$ cat src/rtl/uart_tx_driver_if.sv
// uart_tx_driver_if: CPU IO-bus view of the memory-mapped UART transmitter.
// The CPU side (master) drives strobes, chip select, address and write data;
// the transmitter (slave) returns the status word.
interface uart_tx_driver_if;
   logic        iDoIOWrite;
   logic        iDoIORead;
   logic        iUartTxCtrl;
   logic [1:0]  iUartTxAddress;
   logic [7:0]  iUartTxDataToWrite;
   logic [15:0] oUartTxStatus;

   modport master (
      output iDoIOWrite,
      output iDoIORead,
      output iUartTxCtrl,
      output iUartTxAddress,
      output iUartTxDataToWrite,
      input  oUartTxStatus
   );

   modport slave (
      input  iDoIOWrite,
      input  iDoIORead,
      input  iUartTxCtrl,
      input  iUartTxAddress,
      input  iUartTxDataToWrite,
      output oUartTxStatus
   );
endinterface

$ cat src/rtl/uart_tx_driver.sv
// uart_tx_driver: memory-mapped UART transmitter (8N1, LSB first).
// Bytes written to DATA (addr 2'b00) enter a FIFO that the serializer drains
// autonomously; STATUS (addr 2'b10) reports busy/full/empty/overflow/count.
// Optional feature macro UART_TX_PARITY_EN inserts an even-parity bit
// between the data bits and the stop bit.
module uart_tx_driver #(
   parameter int unsigned BAUD_DIV   = 200,
   parameter int unsigned FIFO_DEPTH = 8,
   parameter int unsigned FIFO_AW    = 3
) (
   input  logic            iCpuClock,
   input  logic            iCpuReset,
   uart_tx_driver_if.slave bus,
   output logic            oFpgaUartToPc
);

`ifdef UART_TX_PARITY_EN
   typedef enum logic [2:0] {
      ST_IDLE   = 3'd0,
      ST_START  = 3'd1,
      ST_DATA   = 3'd2,
      ST_STOP   = 3'd3,
      ST_PARITY = 3'd4
   } state_t;

   // Even parity of the original (unshifted) frame byte.
   function automatic logic even_parity(input logic [7:0] b);
      return ^b;
   endfunction
`else
   typedef enum logic [2:0] {
      ST_IDLE  = 3'd0,
      ST_START = 3'd1,
      ST_DATA  = 3'd2,
      ST_STOP  = 3'd3
   } state_t;
`endif

   localparam logic [15:0]        BAUD_LAST = 16'(BAUD_DIV - 1);
   localparam logic [FIFO_AW:0]   FULL_CNT  = (FIFO_AW + 1)'(FIFO_DEPTH);
   localparam logic [FIFO_AW:0]   CNT_ZERO  = (FIFO_AW + 1)'(0);
   localparam logic [FIFO_AW:0]   CNT_ONE   = (FIFO_AW + 1)'(1);
   localparam logic [FIFO_AW-1:0] PTR_ONE   = FIFO_AW'(1);

   logic [7:0]         fifo_mem_q [FIFO_DEPTH];
   logic [FIFO_AW-1:0] rd_ptr_q, rd_ptr_d, wr_ptr_q, wr_ptr_d;
   logic [FIFO_AW:0]   count_q, count_d;
   logic               ovf_q, ovf_d;
   state_t             state_q, state_d;
   logic [15:0]        baud_q, baud_d;
   logic [2:0]         bit_q, bit_d;
   logic [7:0]         shift_q, shift_d;
   logic               line_q, line_d;
`ifdef UART_TX_PARITY_EN
   logic               parity_q, parity_d;
`endif

   logic        push_s, rd_s, pop_s, accept_s, full_s, empty_s, busy_s, baud_end_s;
   logic [7:0]  head_s;
   logic [15:0] status_s;

   assign push_s     = bus.iUartTxCtrl & bus.iDoIOWrite & (bus.iUartTxAddress == 2'b00);
   assign rd_s       = bus.iUartTxCtrl & bus.iDoIORead  & (bus.iUartTxAddress == 2'b10);
   assign full_s     = (count_q == FULL_CNT);
   assign empty_s    = (count_q == CNT_ZERO);
   assign busy_s     = (state_q != ST_IDLE) | ~empty_s;
   assign baud_end_s = (baud_q == BAUD_LAST);
   assign head_s     = fifo_mem_q[rd_ptr_q];
   // A pop frees a slot on the same edge, so a push into a full FIFO that is
   // popping at that edge is accepted.
   assign accept_s   = push_s & (~full_s | pop_s);

   // Serializer next state: frame sequencing, baud timing and FIFO pop request.
   always_comb begin
      state_d  = state_q;
      baud_d   = baud_q;
      bit_d    = bit_q;
      shift_d  = shift_q;
      pop_s    = 1'b0;
`ifdef UART_TX_PARITY_EN
      parity_d = parity_q;
`endif
      case (state_q)
         ST_IDLE: begin
            baud_d = 16'd0;
            if (!empty_s) begin
               pop_s    = 1'b1;
               bit_d    = 3'd0;
               shift_d  = head_s;
`ifdef UART_TX_PARITY_EN
               parity_d = even_parity(head_s);
`endif
               state_d  = ST_START;
            end else begin
               state_d  = ST_IDLE;
            end
         end
         ST_START: begin
            if (baud_end_s) begin
               baud_d  = 16'd0;
               state_d = ST_DATA;
            end else begin
               baud_d  = baud_q + 16'd1;
            end
         end
         ST_DATA: begin
            if (baud_end_s) begin
               baud_d  = 16'd0;
               shift_d = {1'b0, shift_q[7:1]};
               bit_d   = bit_q + 3'd1;
               if (bit_q == 3'd7) begin
`ifdef UART_TX_PARITY_EN
                  state_d = ST_PARITY;
`else
                  state_d = ST_STOP;
`endif
               end else begin
                  state_d = ST_DATA;
               end
            end else begin
               baud_d  = baud_q + 16'd1;
            end
         end
`ifdef UART_TX_PARITY_EN
         ST_PARITY: begin
            if (baud_end_s) begin
               baud_d  = 16'd0;
               state_d = ST_STOP;
            end else begin
               baud_d  = baud_q + 16'd1;
            end
         end
`endif
         ST_STOP: begin
            if (baud_end_s) begin
               baud_d = 16'd0;
               // Chain straight into the next frame when data is waiting.
               if (!empty_s) begin
                  pop_s    = 1'b1;
                  bit_d    = 3'd0;
                  shift_d  = head_s;
`ifdef UART_TX_PARITY_EN
                  parity_d = even_parity(head_s);
`endif
                  state_d  = ST_START;
               end else begin
                  state_d  = ST_IDLE;
               end
            end else begin
               baud_d = baud_q + 16'd1;
            end
         end
         default: begin
            state_d = ST_IDLE;
            baud_d  = 16'd0;
         end
      endcase
   end

   // Line level for the current state; registered below so the pin never glitches.
   always_comb begin
      line_d = 1'b1;
      case (state_q)
         ST_START:  line_d = 1'b0;
         ST_DATA:   line_d = shift_q[0];
`ifdef UART_TX_PARITY_EN
         ST_PARITY: line_d = parity_q;
`endif
         default:   line_d = 1'b1;
      endcase
   end

   // FIFO pointer/count/overflow next state; an overflow set beats a read-clear.
   always_comb begin
      wr_ptr_d = accept_s ? (wr_ptr_q + PTR_ONE) : wr_ptr_q;
      rd_ptr_d = pop_s ? (rd_ptr_q + PTR_ONE) : rd_ptr_q;
      case ({accept_s, pop_s})
         2'b10:   count_d = count_q + CNT_ONE;
         2'b01:   count_d = count_q - CNT_ONE;
         default: count_d = count_q;
      endcase
      if (push_s && !accept_s) begin
         ovf_d = 1'b1;
      end else if (rd_s) begin
         ovf_d = 1'b0;
      end else begin
         ovf_d = ovf_q;
      end
   end

   // Status word, only driven while selected-and-reading and out of reset.
   always_comb begin
      status_s = 16'h0000;
      if (iCpuReset && rd_s) begin
         status_s[0]             = busy_s;
         status_s[1]             = full_s;
         status_s[2]             = empty_s;
         status_s[3]             = ovf_q;
         status_s[4 +: FIFO_AW+1] = count_q;
      end else begin
         status_s = 16'h0000;
      end
   end

   assign bus.oUartTxStatus = status_s;
   assign oFpgaUartToPc     = line_q;

   // FIFO storage: data written only on accepted pushes, contents need no reset.
   always_ff @(posedge iCpuClock) begin
      if (accept_s) begin
         fifo_mem_q[wr_ptr_q] <= bus.iUartTxDataToWrite;
      end
   end

   // State registers; reset aborts any frame and forces the line high at once.
   always_ff @(posedge iCpuClock or negedge iCpuReset) begin
      if (!iCpuReset) begin
         state_q  <= ST_IDLE;
         baud_q   <= 16'd0;
         bit_q    <= 3'd0;
         shift_q  <= 8'd0;
         line_q   <= 1'b1;
         rd_ptr_q <= '0;
         wr_ptr_q <= '0;
         count_q  <= '0;
         ovf_q    <= 1'b0;
`ifdef UART_TX_PARITY_EN
         parity_q <= 1'b0;
`endif
      end else begin
         state_q  <= state_d;
         baud_q   <= baud_d;
         bit_q    <= bit_d;
         shift_q  <= shift_d;
         line_q   <= line_d;
         rd_ptr_q <= rd_ptr_d;
         wr_ptr_q <= wr_ptr_d;
         count_q  <= count_d;
         ovf_q    <= ovf_d;
`ifdef UART_TX_PARITY_EN
         parity_q <= parity_d;
`endif
      end
   end

endmodule
$ cat src/flat_wrapper.sv
// flat-port wrapper written by rule: the top's interface ports become plain ports
module uart_tx_driver_flat 
#(
   parameter int unsigned BAUD_DIV   = 200,
   parameter int unsigned FIFO_DEPTH = 8,
   parameter int unsigned FIFO_AW    = 3
)
  (iCpuClock, iCpuReset, oFpgaUartToPc, bus_iDoIOWrite, bus_iDoIORead, bus_iUartTxCtrl, bus_iUartTxAddress, bus_iUartTxDataToWrite, bus_oUartTxStatus);
  uart_tx_driver_if bus_i ();
  input  logic iCpuClock;
  input  logic iCpuReset;
  output logic oFpgaUartToPc;
  input wire logic [$bits(bus_i.iDoIOWrite)-1:0] bus_iDoIOWrite;
  input wire logic [$bits(bus_i.iDoIORead)-1:0] bus_iDoIORead;
  input wire logic [$bits(bus_i.iUartTxCtrl)-1:0] bus_iUartTxCtrl;
  input wire logic [$bits(bus_i.iUartTxAddress)-1:0] bus_iUartTxAddress;
  input wire logic [$bits(bus_i.iUartTxDataToWrite)-1:0] bus_iUartTxDataToWrite;
  output wire logic [$bits(bus_i.oUartTxStatus)-1:0] bus_oUartTxStatus;
  assign bus_i.iDoIOWrite = bus_iDoIOWrite;
  assign bus_i.iDoIORead = bus_iDoIORead;
  assign bus_i.iUartTxCtrl = bus_iUartTxCtrl;
  assign bus_i.iUartTxAddress = bus_iUartTxAddress;
  assign bus_i.iUartTxDataToWrite = bus_iUartTxDataToWrite;
  assign bus_oUartTxStatus = bus_i.oUartTxStatus;
  uart_tx_driver #(.BAUD_DIV(BAUD_DIV), .FIFO_DEPTH(FIFO_DEPTH), .FIFO_AW(FIFO_AW)) u_core (.iCpuClock(iCpuClock), .iCpuReset(iCpuReset), .bus(bus_i), .oFpgaUartToPc(oFpgaUartToPc));
endmodule
$ cat config.mk
export PLATFORM = sky130hd
export DESIGN_NAME = uart_tx_driver_flat
export DESIGN_NICKNAME = d
export VERILOG_FILES = /design/src/rtl/uart_tx_driver_if.sv /design/src/rtl/uart_tx_driver.sv /design/src/flat_wrapper.sv
export SDC_FILE = /design/constraint.sdc
export NUM_CORES = 1
export LEC_CHECK = 0
export ABC_AREA = 1
export CAP_MARGIN = 20
export CORE_UTILIZATION = 45
export CTS_BUF_LIST = sky130_fd_sc_hd__clkbuf_16
export DETAILED_ROUTE_END_ITERATION = 7
export HOLD_SLACK_MARGIN = 0.15
export PLACE_DENSITY = 0.68
export SYNTH_ARGS = -nofsm -noshare
export SYNTH_HDL_FRONTEND = slang
export SYNTH_SLANG_ARGS = --single-unit
export TNS_END_PERCENT = 100
$ cat constraint.sdc
create_clock -name iCpuClock -period 2.8 [get_ports iCpuClock]
set_clock_uncertainty 0.05 [all_clocks]
set_input_delay 0.56 -clock iCpuClock [delete_from_list [all_inputs] [get_ports iCpuClock]]
set_output_delay 0.56 -clock iCpuClock [all_outputs]
set_load 0.005 [all_outputs]
### Yosys cells after proc, flatten, opt, wreduce, memory -nomap -nowiden

Memories as Yosys holds them, arrays and structs flattened.
Index checks and enable logic that the tools add are counted.

| word-level totals | value |
|---|---|
| ROM bits | 0 |
| bits in latches | 0 |
| word-level logic and storage cells | 76 |
| memories kept | 1 |
| memory bits (writable) | 64 |
| register bits | 42 |
| input bits | 15 |

| cells by class | value |
|---|---|
| mux-type cells | 26 |
| divide/modulo/power cells | 0 |
| equal/unequal tests | 12 |
| add/subtract/negate cells | 6 |
| reduce and logical (&&, ||, !) cells | 13 |
| shift-type cells | 0 |
| multipliers | 0 |
| magnitude comparators | 0 |
| bitwise gates (word level) | 9 |

Memory list:

| name | depth | bits a word | rd ports | clocked after memory_dff | wr ports | line | RTL |
|---|---|---|---|---|---|---|---|
| u_core.fifo_mem_q | 8 | 8 | 1 | 0 | 1 | uart_tx_driver.sv:45 | `logic [7:0] fifo_mem_q [FIFO_DEPTH];` |

Operator list:

| operator | number |
|---|---|
| 16-bit 2-to-1 mux | 2 |
| 8-bit 2-to-1 mux | 4 |
| 8-bit case mux with 3 select lines | 1 |
| 3-bit 2-to-1 mux | 6 |
| 16-bit by 1-bit adder with 16-bit output, second input constant | 1 |
| 16-bit by 8-bit equality test with 1-bit output, second input constant | 1 |
| 3-bit case mux with 4 select lines | 1 |
| 3-bit by 1-bit adder with 3-bit output, second input constant | 3 |
| 3-bit case mux with 3 select lines | 1 |
| 1-bit 2-to-1 mux | 8 |
| 4-bit case mux with 2 select lines | 1 |
| 3-bit by 2-bit equality test with 1-bit output, second input constant | 2 |
| 2-bit by 1-bit != test with 1-bit output, second input constant | 3 |
| 3-bit AND reduction | 2 |
| 3-bit nonzero test | 2 |
| 1-bit AND | 5 |
| 4-bit by 1-bit adder with 4-bit output, second input constant | 1 |
| 2-bit equality test, second input constant | 2 |
| 4-bit equality test, second input constant | 1 |
| 4-bit zero test | 1 |
| 1-bit case mux with 2 select lines | 2 |
| 2-bit nonzero test | 2 |
| 4-bit by 1-bit subtractor with 4-bit output, second input constant | 1 |
| 3-bit by 1-bit equality test with 1-bit output, second input constant | 1 |
| 9 further kinds | 12 |

### Longest topological paths before layout

| logic depth | value |
|---|---|
| word-level depth | 9 |
| gate-level depth with buffers | 18 |
| mapped depth without buffers | 18 |

### Worst setup path after synthesis

No wires, ideal clock.

| timing | value |
|---|---|
| kind | flip-flop to flip-flop |
| start | reg u_core.state_q[0] |
| end | reg u_core.count_q[2] |
| path buffers | 0 |
| setup time | 127 ps |
| arrival | 2158 ps |
| path slack | 464 ps |
| cell stages (with the launch flop) | 15 |
| clock period less this slack | 2336 ps |
| cell sequence | dfrtp_1 inv_1 ha_1 inv_1 nand2_2 nor2_4 nand2_8 nand2_8 nand2_8 ha_1 xor2_1 ha_1 a21oi_1 xnor2_1 o21ai_0 |

| between the ends | value |
|---|---|
| word-level cells in the longest chain between the ends | 6 |

Ends and longest elaborated chain:

| what | line | RTL |
|---|---|---|
| from (decl) | uart_tx_driver.sv:49 | `state_t state_q, state_d;` |
| from (signal assigned) | uart_tx_driver.sv:231 | `state_q <= state_d;` |
| 3-bit by 2-bit equality test with 1-bit output or 3-bit zero test (tied branches) | uart_tx_driver.sv:83 | `case (state_q)` |
| 1-bit case mux with 2 select lines (*) | uart_tx_driver.sv:83 |  |
| 1-bit OR | uart_tx_driver.sv:71 | `assign accept_s = push_s & (~full_s \| pop_s);` |
| 1-bit AND | uart_tx_driver.sv:71 |  |
| 2-bit by 1-bit equality test with 1-bit output or 2-bit equality test (tied branches) | uart_tx_driver.sv:177 | `case ({accept_s, pop_s})` |
| 4-bit case mux with 2 select lines or 2-bit nonzero test (tied branches) | -- |  |
| to (signal assigned) | uart_tx_driver.sv:238 | `count_q <= count_d;` |
| to (decl) | uart_tx_driver.sv:47 | `logic [FIFO_AW:0] count_q, count_d;` |

Every way passes the cells marked *; elsewhere a longest branch is shown, timed or not.
A chain may end at the register's enable or synchronous reset.

### Worst setup path after layout

| timing | value |
|---|---|
| start | in bus_iUartTxAddress[1] |
| end | out bus_oUartTxStatus[1] |

| between the ends | value |
|---|---|
| word-level cells in the longest chain between the ends | 4 |

Ends and longest elaborated chain:

| what | line | RTL |
|---|---|---|
| from (decl) | flat_wrapper.sv:16 | `input wire logic [$bits(bus_i.iUartTxAddress)-1:0] bus_iUartTxAddress;` |
| 2-bit equality test | uart_tx_driver.sv:63 | `assign rd_s = bus.iUartTxCtrl & bus.iDoIORead & (bus.iUartTxAddress == 2'b10);` |
| 1-bit AND | uart_tx_driver.sv:63 |  |
| 1-bit logical AND | uart_tx_driver.sv:194 | `if (iCpuReset && rd_s) begin` |
| 8-bit 2-to-1 mux | uart_tx_driver.sv:194 |  |
| to (decl) | flat_wrapper.sv:18 | `output wire logic [$bits(bus_i.oUartTxStatus)-1:0] bus_oUartTxStatus;` |

No other way between the ends.

==> reports/metrics.cfg <==
[status]
status = finished clean

[synthesis]
syn_area_sq_mm = 0.00509
syn_inst = 508
synth_top_area_cell = edfxtp_1
synth.distinct_cells = 40
ys_top_cells_by_area = edfxtp_1 (38%), dfrtp_1 (20%), nand2_1 (8.9%)
synth-seq-cells = 105
synth.yosys.warnings = 0
yosys.area.top_type_share = 0.378
seq_area_frac_synth = 0.580
avgSynthCellArea_sq_um = 10.0

[route]
drc = 0
dr.pass1.iters = 4
drt_iter0_drc = 232
postRouteAntennaNets = 0
drt-vias-per-instance = 4.96
wl_um = 9550
wl_per_cell_um = 13.9
dr_total_vias = 3403

[grt]
grt_pass1_vias = 3347
grt_use_total = 0.186
grt_pass1_wl_um = 16100
busiest_layer = met2
use_met1 = 0.230
grt_max_degree = 42
met2_usage = 0.315
grt_overflow_total = 0
antenna_found_initial = 0
use_met3 = 0.0458

[clocking]
clock_sinks = 105
cts_tree = yes
clock_latency_ns = 0.35
clock_path_buffers = 2
cts_made_buffers = 9
h-tree-depth = 3
cts_root_buf = clkbuf_16
cts_hold_buf = 0
clk_pin_slew_worst_paths_ns = 0.07

[floorplan]
core-area_sq_mm = 0.0109
pin_count = 32
die_y_um = 108
rows = 38
initial_core_util = 0.465
die_x_um = 108
design.die.area_sq_mm = 0.0117

[critical_path]
required_ns = 2.19
cp_slowest_stage_delay_ns = 0.53
critPathTopFamily = buffers and inverters
crit_path_max_fanout = 8
crit_chain = clkdlybuf4s50_1 > nand2_1 > nor3b_2 > nand2_2 > nor3_1 > clkdlybuf4s50_1
path_buf_inv = 2
arrival_ns = 2.13
reg2reg_slack_ns = 0.29
cpMostUsedCell = clkdlybuf4s50_1
start_kind = primary input
worstSetupPathType = primary input to primary output
cpMaxStageDelayCell = clkdlybuf4s50_1
endpoint_kind = primary output

[sta]
holdWs_ns = 0.302
finalHoldViolCount = 0
max_freq_mhz = 366
slew_violations = 0
fin_crit_sh = 0.977
maxSlewHeadroom = 0.604
finalSetupViolCount = 0
tns_ns = 0
rsz0062_at_grt = no
tightest_slew_ns = 0.593
post-route-min-period_ns = 2.74

[layout]
final_layout_size_suffix_gt1_frac = 0.170
stdcell_count = 686
nets = 569
finish.utilization = 0.528
syn_to_final_growth_pct = 13.6
finish.instance_area_sq_mm = 0.00578
diodes = 0

[placement]
io_buffers = 23
gp_congestion = 0.811
placed_cell_area_sq_mm = 0.00548
dp_cells = 670
dp_hpwl_um = 6440

[pwr]
pwr_density_cell_mw_per_mm2 = 579
ir_drop_v = 0.000519
leakage_nw = 2.38

[worst_hold_path]
hp-class = primary input to asynchronous set/reset pin

[run]
maxCapViolCount = 0

[registers in the layout, indices dropped and copies added, names as in the netlist]
signal	count
u_core.fifo_mem_q	64
u_core.rd_ptr_q	3
u_core.baud_q	16
u_core.oFpgaUartToPc	1
u_core.ovf_q	1
u_core.count_q	4
u_core.bit_q	3
u_core.wr_ptr_q	3
u_core.shift_q	8
u_core.state_q	2
[placed cells by master (no fill, tap or decap), types with 5 or more instances in the layout]
cell and count:
edfxtp_1 64, inv_1 30, clkdlybuf4s50_1 22, o21ai_0 14, nor3_1 8, nand2_2 11
ha_1 13, nand3_1 66, inv_2 5, clkbuf_16 9, o21ai_2 8, a21oi_1 8
conb_1 8, o21ai_1 5, nor2_1 39, nand2_1 119, nor2_2 14, buf_4 16
dfrtp_1 40, or2_2 7
[through the flow]
stage                     total power (W)  setup WS (ns)
after floorplan                   0.00204          0.464
final                             0.00335         0.0641
after global routing              0.00350        0.00627
after global placement            0.00213        0.00112
after CTS                         0.00339         0.0546
after detailed placement          0.00215        -0.0428
[layer usage]
layer | share of wire | up-vias
li1 | - | 1736
met1 | 0.44 | 1599
met2 | 0.51 | 55
met3 | 0.038 | 13
met4 | 0.016 | 0
met5 | 0 | -
[Yosys cell counts, drive strengths merged]
| cell type | number |
|---|---|
| nor3b | 1 |
| nand2 | 135 |
| inv | 35 |
| a211oi | 1 |
| nor2 | 56 |
| o21ai | 27 |
| o31ai | 1 |
| buf | 22 |
| nor3 | 10 |
| a21oi | 8 |
| dfstp | 1 |
| o211ai | 1 |
| o21bai | 1 |
| conb | 1 |
| clkinv | 4 |
| xnor2 | 3 |
| or2 | 7 |
| nand3 | 68 |
| ha | 13 |
| xor2 | 4 |
| nand4 | 1 |
| clkbuf | 2 |
| edfxtp | 64 |
| o21a | 2 |
| dfrtp | 40 |
[power breakdown]
part | switching (W) | total, W | leakage [nW] | internal [W]
combinational | 0.000204 | 0.000329 | 1.14 | 0.000125
clock | 0.000603 | 0.00123 | 0.142 | 0.000630
sequential | 0.0000756 | 0.00178 | 1.10 | 0.00171
[final timing paths]
path                                       start              endpoint  depth (start not counted)
max                        bus_iUartTxAddress[1]  bus_oUartTxStatus[1]                          6
min                                    iCpuReset      u_core.baud_q[9]                          2
max in group asynchronous              iCpuReset  u_core.oFpgaUartToPc                          2
min in group iCpuClock          u_core.baud_q[0]      u_core.baud_q[0]                          1
max reg2reg                    u_core.state_q[1]     u_core.count_q[2]                         13
min reg2reg                     u_core.baud_q[0]      u_core.baud_q[0]                          1
[worst reg2reg max path: stages (launching register included)]
cell	delay [ns]
dfrtp_1	0.40
inv_1	0.12
ha_1	0.34
nor2_1	0.12
nor2_4	0.18
nand2_8	0.09
nand2_8	0.09
nand2_8	0.05
ha_1	0.24
xor2_1	0.17
ha_1	0.19
a21oi_1	0.16
xnor2_1	0.13
o21ai_0	0.08
[kinds of logic (layout without fill, tap and decap cells)]
family	count (synthesis)	count (layout)	share of synthesized area
and+or+nand+nor	278	278	0.266
adders and majority gates	13	13	0.0320
buffers and inverters	63	94	0.0603
AOI/OAI and AO/OA	41	41	0.0492
xor gates and xnor gates	7	7	0.0121
other	1	8	0.000737
DFF	105	105	0.580
[layout make-up]
type                       instances  area, sq um
tap                              140          175
clock buffer                       9          225
fill                             974         5160
multi-input combinational        347         1870
timing repair buffer              39          345
clock inverter                     7         70.1
inverter                          39          149
sequential                       105         2950
[what timing repair did]
action / 4_1_cts / 5_1_grt
buffers inserted: 0 / 0
gates cloned: 0 / 0
endpoints found under the setup margin: 5 / 2
resized for setup: 2 / 1
pin swaps: 0 / 0
Note: power is estimated with default switching activity, not from simulation.
